[src/rtl/bus_pkg.sv]
// Shared constants for the internal bus arbiter: source indices, defaults and
// the conflict-counter update rule.
package bus_pkg;

  localparam int NSRC_DEFAULT = 32'd24;
  localparam logic [7:0] CNT_MAX = 8'hFF;

  localparam logic [4:0] SRC_R0     = 5'd0;
  localparam logic [4:0] SRC_R1     = 5'd1;
  localparam logic [4:0] SRC_R2     = 5'd2;
  localparam logic [4:0] SRC_R3     = 5'd3;
  localparam logic [4:0] SRC_R4     = 5'd4;
  localparam logic [4:0] SRC_R5     = 5'd5;
  localparam logic [4:0] SRC_R6     = 5'd6;
  localparam logic [4:0] SRC_R7     = 5'd7;
  localparam logic [4:0] SRC_R8     = 5'd8;
  localparam logic [4:0] SRC_R9     = 5'd9;
  localparam logic [4:0] SRC_R10    = 5'd10;
  localparam logic [4:0] SRC_R11    = 5'd11;
  localparam logic [4:0] SRC_R12    = 5'd12;
  localparam logic [4:0] SRC_R13    = 5'd13;
  localparam logic [4:0] SRC_R14    = 5'd14;
  localparam logic [4:0] SRC_R15    = 5'd15;
  localparam logic [4:0] SRC_HI     = 5'd16;
  localparam logic [4:0] SRC_LO     = 5'd17;
  localparam logic [4:0] SRC_ZHIGH  = 5'd18;
  localparam logic [4:0] SRC_ZLOW   = 5'd19;
  localparam logic [4:0] SRC_PC     = 5'd20;
  localparam logic [4:0] SRC_MDR    = 5'd21;
  localparam logic [4:0] SRC_INPORT = 5'd22;
  localparam logic [4:0] SRC_CSIGN  = 5'd23;

  typedef enum logic [1:0] {
    ARB_IDLE  = 2'd0,
    ARB_DRIVE = 2'd1,
    ARB_BLOCK = 2'd2
  } arb_mode_e;

  // A conflict in the same cycle as a clear wins, so the new event is never lost.
  function automatic logic [7:0] conflict_cnt_next(input logic [7:0] cnt,
                                                   input logic       hit,
                                                   input logic       clr);
    logic [7:0] nxt;
    if (hit) begin
      if (clr) begin
        nxt = 8'd1;
      end else if (cnt == CNT_MAX) begin
        nxt = CNT_MAX;
      end else begin
        nxt = cnt + 8'd1;
      end
    end else if (clr) begin
      nxt = 8'd0;
    end else begin
      nxt = cnt;
    end
    return nxt;
  endfunction

endpackage

[src/rtl/prio_enc_cnt.sv]
// Lowest-index priority encoder over the bus drive enables, with flags for
// "any enable" and "two or more enables".
module prio_enc_cnt
  import bus_pkg::*;
#(
  parameter int NSRC = NSRC_DEFAULT,
  parameter int SELW = $clog2(NSRC)
) (
  input  logic [NSRC-1:0] en,
  output logic [SELW-1:0] idx,
  output logic            any,
  output logic            multi
);

  localparam logic [NSRC-1:0] ONE = {{(NSRC-1){1'b0}}, 1'b1};

  // Scan downward so the lowest set index is the last one written.
  always_comb begin
    idx = '0;
    for (int i = NSRC - 1; i >= 0; i--) begin
      idx = en[i] ? i[SELW-1:0] : idx;
    end
  end

  assign any   = |en;
  assign multi = |(en & (en - ONE));

endmodule

[src/rtl/bus_arbiter_reg.sv]
// Registered internal-bus arbiter: one-hot source selection with optional
// output pipeline, idle hold, strict conflict blocking and conflict debug counter.
module bus_arbiter_reg
  import bus_pkg::*;
#(
  parameter int WIDTH = 32'd32,
  parameter int NSRC  = NSRC_DEFAULT,
  parameter int PIPE  = 32'd1,
  parameter int HOLD  = 32'd1,
  parameter int SELW  = $clog2(NSRC)
) (
  input  logic                  clk,
  input  logic                  clr_n,
  input  logic [NSRC*WIDTH-1:0] src_data,
  input  logic [NSRC-1:0]       src_out,
  input  logic                  strict,
  input  logic                  conflict_clr,
  output logic [WIDTH-1:0]      bus_out,
  output logic                  bus_valid,
  output logic [SELW-1:0]       sel_idx,
  output logic                  conflict,
  output logic [7:0]            conflict_cnt
);

  logic [WIDTH-1:0] src_arr_s [NSRC];
  logic [SELW-1:0]  idx_s;
  logic             any_s;
  logic             multi_s;
  arb_mode_e        mode_s;
  logic [WIDTH-1:0] drive_s;
  logic             valid_s;
  logic [SELW-1:0]  sel_next_s;
  logic [WIDTH-1:0] last_s;
  logic [SELW-1:0]  sel_r;
  logic             conflict_r;
  logic [7:0]       cnt_r;

  for (genvar g = 0; g < NSRC; g++) begin : g_unpack
    assign src_arr_s[g] = src_data[g*WIDTH +: WIDTH];
  end

  prio_enc_cnt #(.NSRC(NSRC), .SELW(SELW)) u_prio (
    .en    (src_out),
    .idx   (idx_s),
    .any   (any_s),
    .multi (multi_s)
  );

  always_comb begin
    if (!any_s) begin
      mode_s = ARB_IDLE;
    end else if (multi_s && strict) begin
      mode_s = ARB_BLOCK;
    end else begin
      mode_s = ARB_DRIVE;
    end
  end

  // A blocked or idle cycle leaves the select index where it was.
  always_comb begin
    drive_s    = '0;
    valid_s    = 1'b0;
    sel_next_s = sel_r;
    case (mode_s)
      ARB_DRIVE: begin
        drive_s    = src_arr_s[idx_s];
        valid_s    = 1'b1;
        sel_next_s = idx_s;
      end
      ARB_BLOCK: drive_s = '0;
      ARB_IDLE:  drive_s = (HOLD != 32'sd0) ? last_s : '0;
      default:   drive_s = '0;
    endcase
  end

  if (HOLD != 32'sd0) begin : g_last
    logic [WIDTH-1:0] last_r;
    always_ff @(posedge clk or negedge clr_n) begin
      if (!clr_n) begin
        last_r <= '0;
      end else if (valid_s) begin
        last_r <= drive_s;
      end else begin
        last_r <= last_r;
      end
    end
    assign last_s = last_r;
  end else begin : g_no_last
    assign last_s = '0;
  end

  always_ff @(posedge clk or negedge clr_n) begin
    if (!clr_n) begin
      sel_r      <= '0;
      conflict_r <= 1'b0;
      cnt_r      <= 8'd0;
    end else begin
      sel_r      <= sel_next_s;
      conflict_r <= multi_s | (conflict_r & ~conflict_clr);
      cnt_r      <= conflict_cnt_next(cnt_r, multi_s, conflict_clr);
    end
  end

  if (PIPE != 32'sd0) begin : g_pipe
    logic [WIDTH-1:0] bus_r;
    logic             valid_r;
    always_ff @(posedge clk or negedge clr_n) begin
      if (!clr_n) begin
        bus_r   <= '0;
        valid_r <= 1'b0;
      end else begin
        bus_r   <= drive_s;
        valid_r <= valid_s;
      end
    end
    assign bus_out   = bus_r;
    assign bus_valid = valid_r;
    assign sel_idx   = sel_r;
  end else begin : g_comb
    // Reset still has to force the combinational outputs low.
    assign bus_out   = clr_n ? drive_s : '0;
    assign bus_valid = clr_n & valid_s;
    assign sel_idx   = clr_n ? sel_next_s : '0;
  end

  assign conflict     = conflict_r;
  assign conflict_cnt = cnt_r;

endmodule

[config.mk]
export PLATFORM = sky130hd
export DESIGN_NAME = bus_arbiter_reg
export DESIGN_NICKNAME = d
export VERILOG_FILES = /design/src/rtl/bus_pkg.sv /design/src/rtl/prio_enc_cnt.sv /design/src/rtl/bus_arbiter_reg.sv
export SDC_FILE = /design/constraint.sdc
export NUM_CORES = 1
export LEC_CHECK = 0
export ABC_AREA = 0
export CORE_AREA = 2 2 333 335
export DETAILED_ROUTE_END_ITERATION = 8
export DIE_AREA = 0 0 335 337
export GPL_TIMING_DRIVEN = 0
export PLACE_DENSITY_LB_ADDON = 0.3
export SETUP_SLACK_MARGIN = 0.3
export SLEW_MARGIN = 20
export SYNTH_ARGS = -nofsm -noshare
export SYNTH_HDL_FRONTEND = slang
export SYNTH_SLANG_ARGS = --single-unit
[constraint.sdc]
create_clock -name clk -period 3.6 [get_ports clk]
set_input_delay 0.72 -clock clk [delete_from_list [all_inputs] [get_ports clk]]
set_output_delay 0.72 -clock clk [all_outputs]
set_load 0.005 [all_outputs]
* After elaboration in Yosys (flattened, before gate mapping) *
Index checks and enable logic that the tools add are counted.

storage, ports and cells
  flip-flop bits (word level) = 79
  bits in latches = 0
  bits in writable memories = 0
  ROM bits = 0
  input bits = 796
  output and inout bits = 47
  logic and storage cells = 56
  memories kept = 0

cells by class
  add/sub/neg operators = 2
  multiply operators = 0
  div/mod/pow operators = 0
  $lt $le $gt $ge = 1
  equal/unequal tests = 2
  shift operators = 0
  mux-type cells = 35
  bitwise operators = 5
  reduce and logical (&&, ||, !) cells = 5

operators with widths
  cell                   count
  $bmux 32 s5            1
  $mux 5                 24
  $mux 32                2
  $pmux 32 s2            1
  $reduce_or 24->1       2
  $mux 8                 4
  $and 24x24->24         1
  $sub 24x1->24 const B  1
  $add 8x1->8 const B    1
  $eq 8x8->1 const B     1
  $ge 6x6->1 const B     1
  $not 5->6              1
  $mux 2                 2
  $eq 2x1->1 const B     1
  $logic_not 2->1        1
  $reduce_bool 2->1      1
  $and 1x1->1            1
  $logic_and 1x1->1      1
  $mux 1                 1
  $not 1->1              1
  $or 1x1->1             1

* Longest topological paths before layout *
  depth in word-level cells = 29
  depth in mapped cells = 13

* Modules after synthesis *
A second synthesis with hierarchy kept.

second synthesis, totals
  cell total of the unflattened synthesis = 995
  area total of the unflattened synthesis = 9,796.9 µm²

by module, submodules not included
  module           instances  cells an instance  area an instance (µm²)
  bus_arbiter_reg  1          913                9,266.4
  prio_enc_cnt     1          82                 530.5

* Least setup slack after synthesis *
OpenSTA, ideal clock, no wires.

  path type = input-to-reg
  start = input src_out[2]
  end = register g_pipe.bus_r[22], in the netlist bus_out[22]
  arrival time = 2,977 ps
  data required time = 3,535 ps
  slack = 557 ps
  stages on the path = 12
  buffers on the path = 3
  cells stage by stage = buf_6 -> or4_4 -> a222oi_1 -> nor4b_2 -> o2111a_2 -> o2111ai_4 -> buf_6 -> a21o_1 -> buf_6 -> a211oi_2 -> o221ai_2 -> nand2_1

on the way
  longest elaborated chain between the ends = 8
  elaborated cells on any way between the ends = 17
  classes of those cells = add/sub: 1; eq/ne: 1; mux: 9; bitwise: 2; reduce/logical: 4

RTL lines
  what                                            RTL line                                      RTL
  start: declaration                              bus_arbiter_reg.sv:15                         input logic [NSRC-1:0] src_out,
  $sub 24x1->24 or $mux 5 (tied branches)         prio_enc_cnt.sv:26, prio_enc_cnt.sv:21
  $and 24x24->24 or $mux 5 (tied branches)        prio_enc_cnt.sv:26, prio_enc_cnt.sv:21
  $reduce_or 24->1 or $mux 5 (tied branches)      prio_enc_cnt.sv:26, prio_enc_cnt.sv:21
  $logic_and 1x1->1 or $not 5->6 (tied branches)  bus_arbiter_reg.sv:52, bus_arbiter_reg.sv:66
  $mux 2 or $bmux 32 s5 (tied branches)           bus_arbiter_reg.sv:52, bus_arbiter_reg.sv:66
  $mux 2 or $mux 32 (tied branches)               bus_arbiter_reg.sv:50, bus_arbiter_reg.sv:66
  $eq 2x1->1 (tied with other cells)              bus_arbiter_reg.sv:64                         case (mode_s)
  $pmux 32 s2 *                                   bus_arbiter_reg.sv:64
  via drive_s[22]                                 bus_arbiter_reg.sv:30                         logic [WIDTH-1:0] drive_s;
  end signal: assignment                          bus_arbiter_reg.sv:112                        bus_r <= drive_s;
  end: declaration                                bus_arbiter_reg.sv:105                        logic [WIDTH-1:0] bus_r;

The timed path passes the listed nets; every way through them passes the cells marked *. The select of a mux whose other input is x is not followed.
A chain may end at the register's enable or synchronous reset.

* Worst setup path after layout *
  start = input src_out[13]
  end = register g_pipe.bus_r[29], in the netlist bus_out[29]

on the way
  longest elaborated chain between the ends = 19
  elaborated cells on any way between the ends = 28
  classes of those cells = add/sub: 1; eq/ne: 1; mux: 20; bitwise: 2; reduce/logical: 4

RTL lines
  what                                        RTL line               RTL
  $mux 5 (14 in a row)                        prio_enc_cnt.sv:21     idx = en[i] ? i[SELW-1:0] : idx;
  $not 5->6 (implied by the code)             bus_arbiter_reg.sv:66  drive_s = src_arr_s[idx_s];
  $bmux 32 s5                                 bus_arbiter_reg.sv:66
  $mux 32 (implied by the code) (2 in a row)  bus_arbiter_reg.sv:66
  $pmux 32 s2 *                               bus_arbiter_reg.sv:64
  via drive_s[29]                             bus_arbiter_reg.sv:30

Marks and branches as above.

==> results.sh <==
export IMPL_grt_overflow=0
export IMPL_synth_compound_area_share_pct=38.5
export IMPL_rows=122
export IMPL_ioPinCount=843
export IMPL_p_total_mw=5.08
export IMPL_rsz0062_at_grt="yes"
export IMPL_wl_per_cell_um=33.8
export IMPL_cts_buffers=9
export IMPL_synth_top_family_by_area="compound AO/OA/AOI/OAI gates"
export IMPL_r2r_slack_ns=2.09
export IMPL_globalRouteTotalUtil_pct=21.3
export IMPL_final_antenna_net_count=0
export IMPL_path_class="primary input to register"
export IMPL_relSlewSlack_pct=33.0
export IMPL_drc=0
export IMPL_synth_area_leaders="dfrtp_1 20%, nand2_1 11%, mux4_2 5.8%"
export IMPL_worstPathRequired_ns=3.86
export IMPL_portBuffers=840
export IMPL_ys_flop_type="dfrtp_1"
export IMPL_crit_path_end_kind="register"
export IMPL_place_ws_ns=-2.37
export IMPL_drtIter0Drc=938
export IMPL_clk_pin_slew_ns=0.07
export IMPL_cts_hold_buf=0
export IMPL_clock_skew_ns=0.00864
export IMPL_htreeDepth=3
export IMPL_routabilityCongestion=0.887
export IMPL_cts_sinks=79
export IMPL_crit_fanout=7
export IMPL_syn_instance_count=1303
export IMPL_p_leak_nw=8.70
export IMPL_area_growth_pct=135
export IMPL_outcome="completed"
export IMPL_cts_root_buf="clkbuf_16"
export IMPL_fp_coreArea_um2=110000
export IMPL_path_cells="buf_2 > nand2b_1 > a21oi_4 > o211ai_1 > buf_4 > o2111a_1 > buf_8 > buf_12 > mux4_2 > o211ai_1 > a221oi_4 > buf_6 > a21o_1"
export IMPL_cts_path_max_buffers=2
export IMPL_placed_cells=3579
export IMPL_yosys_mux_area_fraction_pct=13.7
export IMPL_cap_viol_max_count=0
export IMPL_synth_edff_count=0
export IMPL_fin_crit_sh_pct=99.4
export IMPL_period_minus_slack_ns=3.58
export IMPL_synthAdderAreaFrac_pct=0.225
export IMPL_postPlaceCellArea_um2=20400
export IMPL_setup_viol=0
export IMPL_finalMaxSlewViolations=0
export IMPL_synth_top_cells_by_count="302 x nand2_1, 93 x a21oi_1, 79 x dfrtp_1, 66 x clkbuf_1, 64 x o221ai_1"
export IMPL_netlist_area_um2=10000
export IMPL_critical_path_buf_inv_count=5
export IMPL_first_pass_iters=5
export IMPL_start_kind="primary input"
export IMPL_die_w_um=335
export IMPL_clock_fmax_mhz=280
export IMPL_num_nets_final=3062
export IMPL_worst_pin_slew_ns=1.00
export IMPL_synth_most_common_cell="nand2_1"
export IMPL_synth_seq_area_share_pct=19.7
export IMPL_dieArea_um2=113000
export IMPL_drive_above_1_share_pct=23.4
export IMPL_yosysTopAreaCellShare_pct=19.7
export IMPL_grt_pass1_vias=16000
export IMPL_fin_ws_ns=0.0229
export IMPL_cp_top_family="compound AO/OA/AOI/OAI gates"
export IMPL_yosys_cell_types_count=78
export IMPL_cts_tree="built"
export IMPL_antenna_found_initial=58
export IMPL_async_reset_ff_share_pct=100
export IMPL_yosys_area_share_simple_pct=21.8
export IMPL_synth_seq_cells=79
export IMPL_synthesis_nets=2100
export IMPL_start_util_pct=9.15
export IMPL_yosysTopAreaCell="dfrtp_1"
export IMPL_final_hold_violation_count=0
export IMPL_fin_area_um2=23600
export IMPL_peakVddDrop_mv=0.158
export IMPL_slowest_stage="o211ai_1"
export IMPL_max_stage_delay_ns=0.82
export IMPL_final_cells=3711
export IMPL_crit_top_cell="o211ai_1"
export IMPL_synth_xor_area_share_pct=0
export IMPL_dp_hpwl_um=107000
export IMPL_drt_vias_per_instance=4.24
export IMPL_clk_latency_ns=0.36
export IMPL_routed_wl_um=125000
export IMPL_vias=15700
export IMPL_critPathArrivalTime_ns=3.83
export IMPL_die_h_um=337
export IMPL_grt_pass1_wl_um=157000
export IMPL_syn_area_per_cell_um2=7.70
export IMPL_powerDensity_nw_per_um2=215
export IMPL_hold_class="primary input to asynchronous set/reset pin"
export IMPL_ys_warn_count=0
export IMPL_grt_max_degree=65
stage by stage:
stage | hold slack, ns | TNS [ns] | util (%)
2_1_floorplan | 0.424 | 0 | -
5_1_grt | 0.182 | 0 | 21.5
4_1_cts | 0.173 | 0 | 20.7
3_5_place_dp | 0.463 | -124.58 | 18.7
6_report | 0.195 | 0 | 21.5
3_3_place_gp | 0.459 | -278.75 | 18.4
layout by cell type (no fill, tap or decap), types with 43 or more instances in the layout:
cell type        synthesis  routed
a211oi_1                58      43
mux2i_1                 53      44
o221ai_1                64      50
nor2_1                  54      52
dfrtp_1                 79      79
nand2_1                302     287
a21oi_1                 93      85
and3_1                  44      43
buf_4                    6      96
clkdlybuf4s50_1          0     817
path summary, 6_finish.rpt:
| path | depth (start not counted) | startpoint | end |
|---|---|---|---|
| worst max-delay path | 13 | src_out[13] | bus_out[29]$_DFF_PN0_ |
| worst min-delay path | 1 | clr_n | conflict_cnt[5]$_DFFE_PN0P_ |
| worst max register to register | 4 | conflict_cnt[4]$_DFFE_PN0P_ | conflict_cnt[0]$_DFFE_PN0P_ |
| worst min register to register | 1 | g_last.last_r[25]$_DFFE_PN0P_ | bus_out[25]$_DFF_PN0_ |
| max in group asynchronous | 2 | clr_n | g_last.last_r[25]$_DFFE_PN0P_ |
| min in group clk | 1 | g_last.last_r[25]$_DFFE_PN0P_ | bus_out[25]$_DFF_PN0_ |
worst reg2reg max path, stage by stage (launching register included):
cell,delay (ns)
dfrtp_1,0.45
and4_1,0.27
nand4_1,0.30
and2_1,0.27
a31oi_1,0.15
timing repair:
item | in CTS | in global routing
setup buffers | 62 | 36
gates resized for setup | 403 | 169
cloned | 3 | 1
endpoints found under the setup margin | 73 | 67
pin swaps | 60 | 54
metal layers:
layer,GRT usage [%],vias to the layer above,routed length [um]
met1,24.8,7742,49300
li1,-,7032,-
met3,4.30,136,8070
met4,4.27,26,2720
met5,0,-,173
met2,39.9,805,65100
cells by family (layout without fill, tap and decap cells):
logic type	after synthesis	after routing
AOI/OAI and AO/OA	498	498
and+or+nand+nor	490	490
buffers and inverters	132	1099
muxes	102	102
DFF	79	79
adders and majority gates	2	2
other	0	15
where the power goes:
part           total (mW)  switching [mW]  leakage [nW]  internal (mW)
registers            1.05          0.0513         0.966           1.00
logic                3.05            1.48          7.59           1.57
clock network       0.968           0.423         0.144          0.545
registers in the layout, summed over array words and instances (netlist names):
signal	flops
g_last.last_r	32
bus_valid	1
conflict_cnt	8
bus_out	32
sel_idx	5
conflict	1
final cells by class:
class | instances | area (um^2)
multi-input cells | 1092 | 8720
clock buffers | 9 | 225
diodes | 15 | 37.5
flip-flops and latches | 79 | 1980
inverters | 9 | 40.0
repair buffers | 952 | 9470
plain buffers | 122 | 1230
clock inverters | 7 | 82.6
well taps | 1426 | 1780
fillers | 12200 | 86000
(Power assumes the default switching activity.)
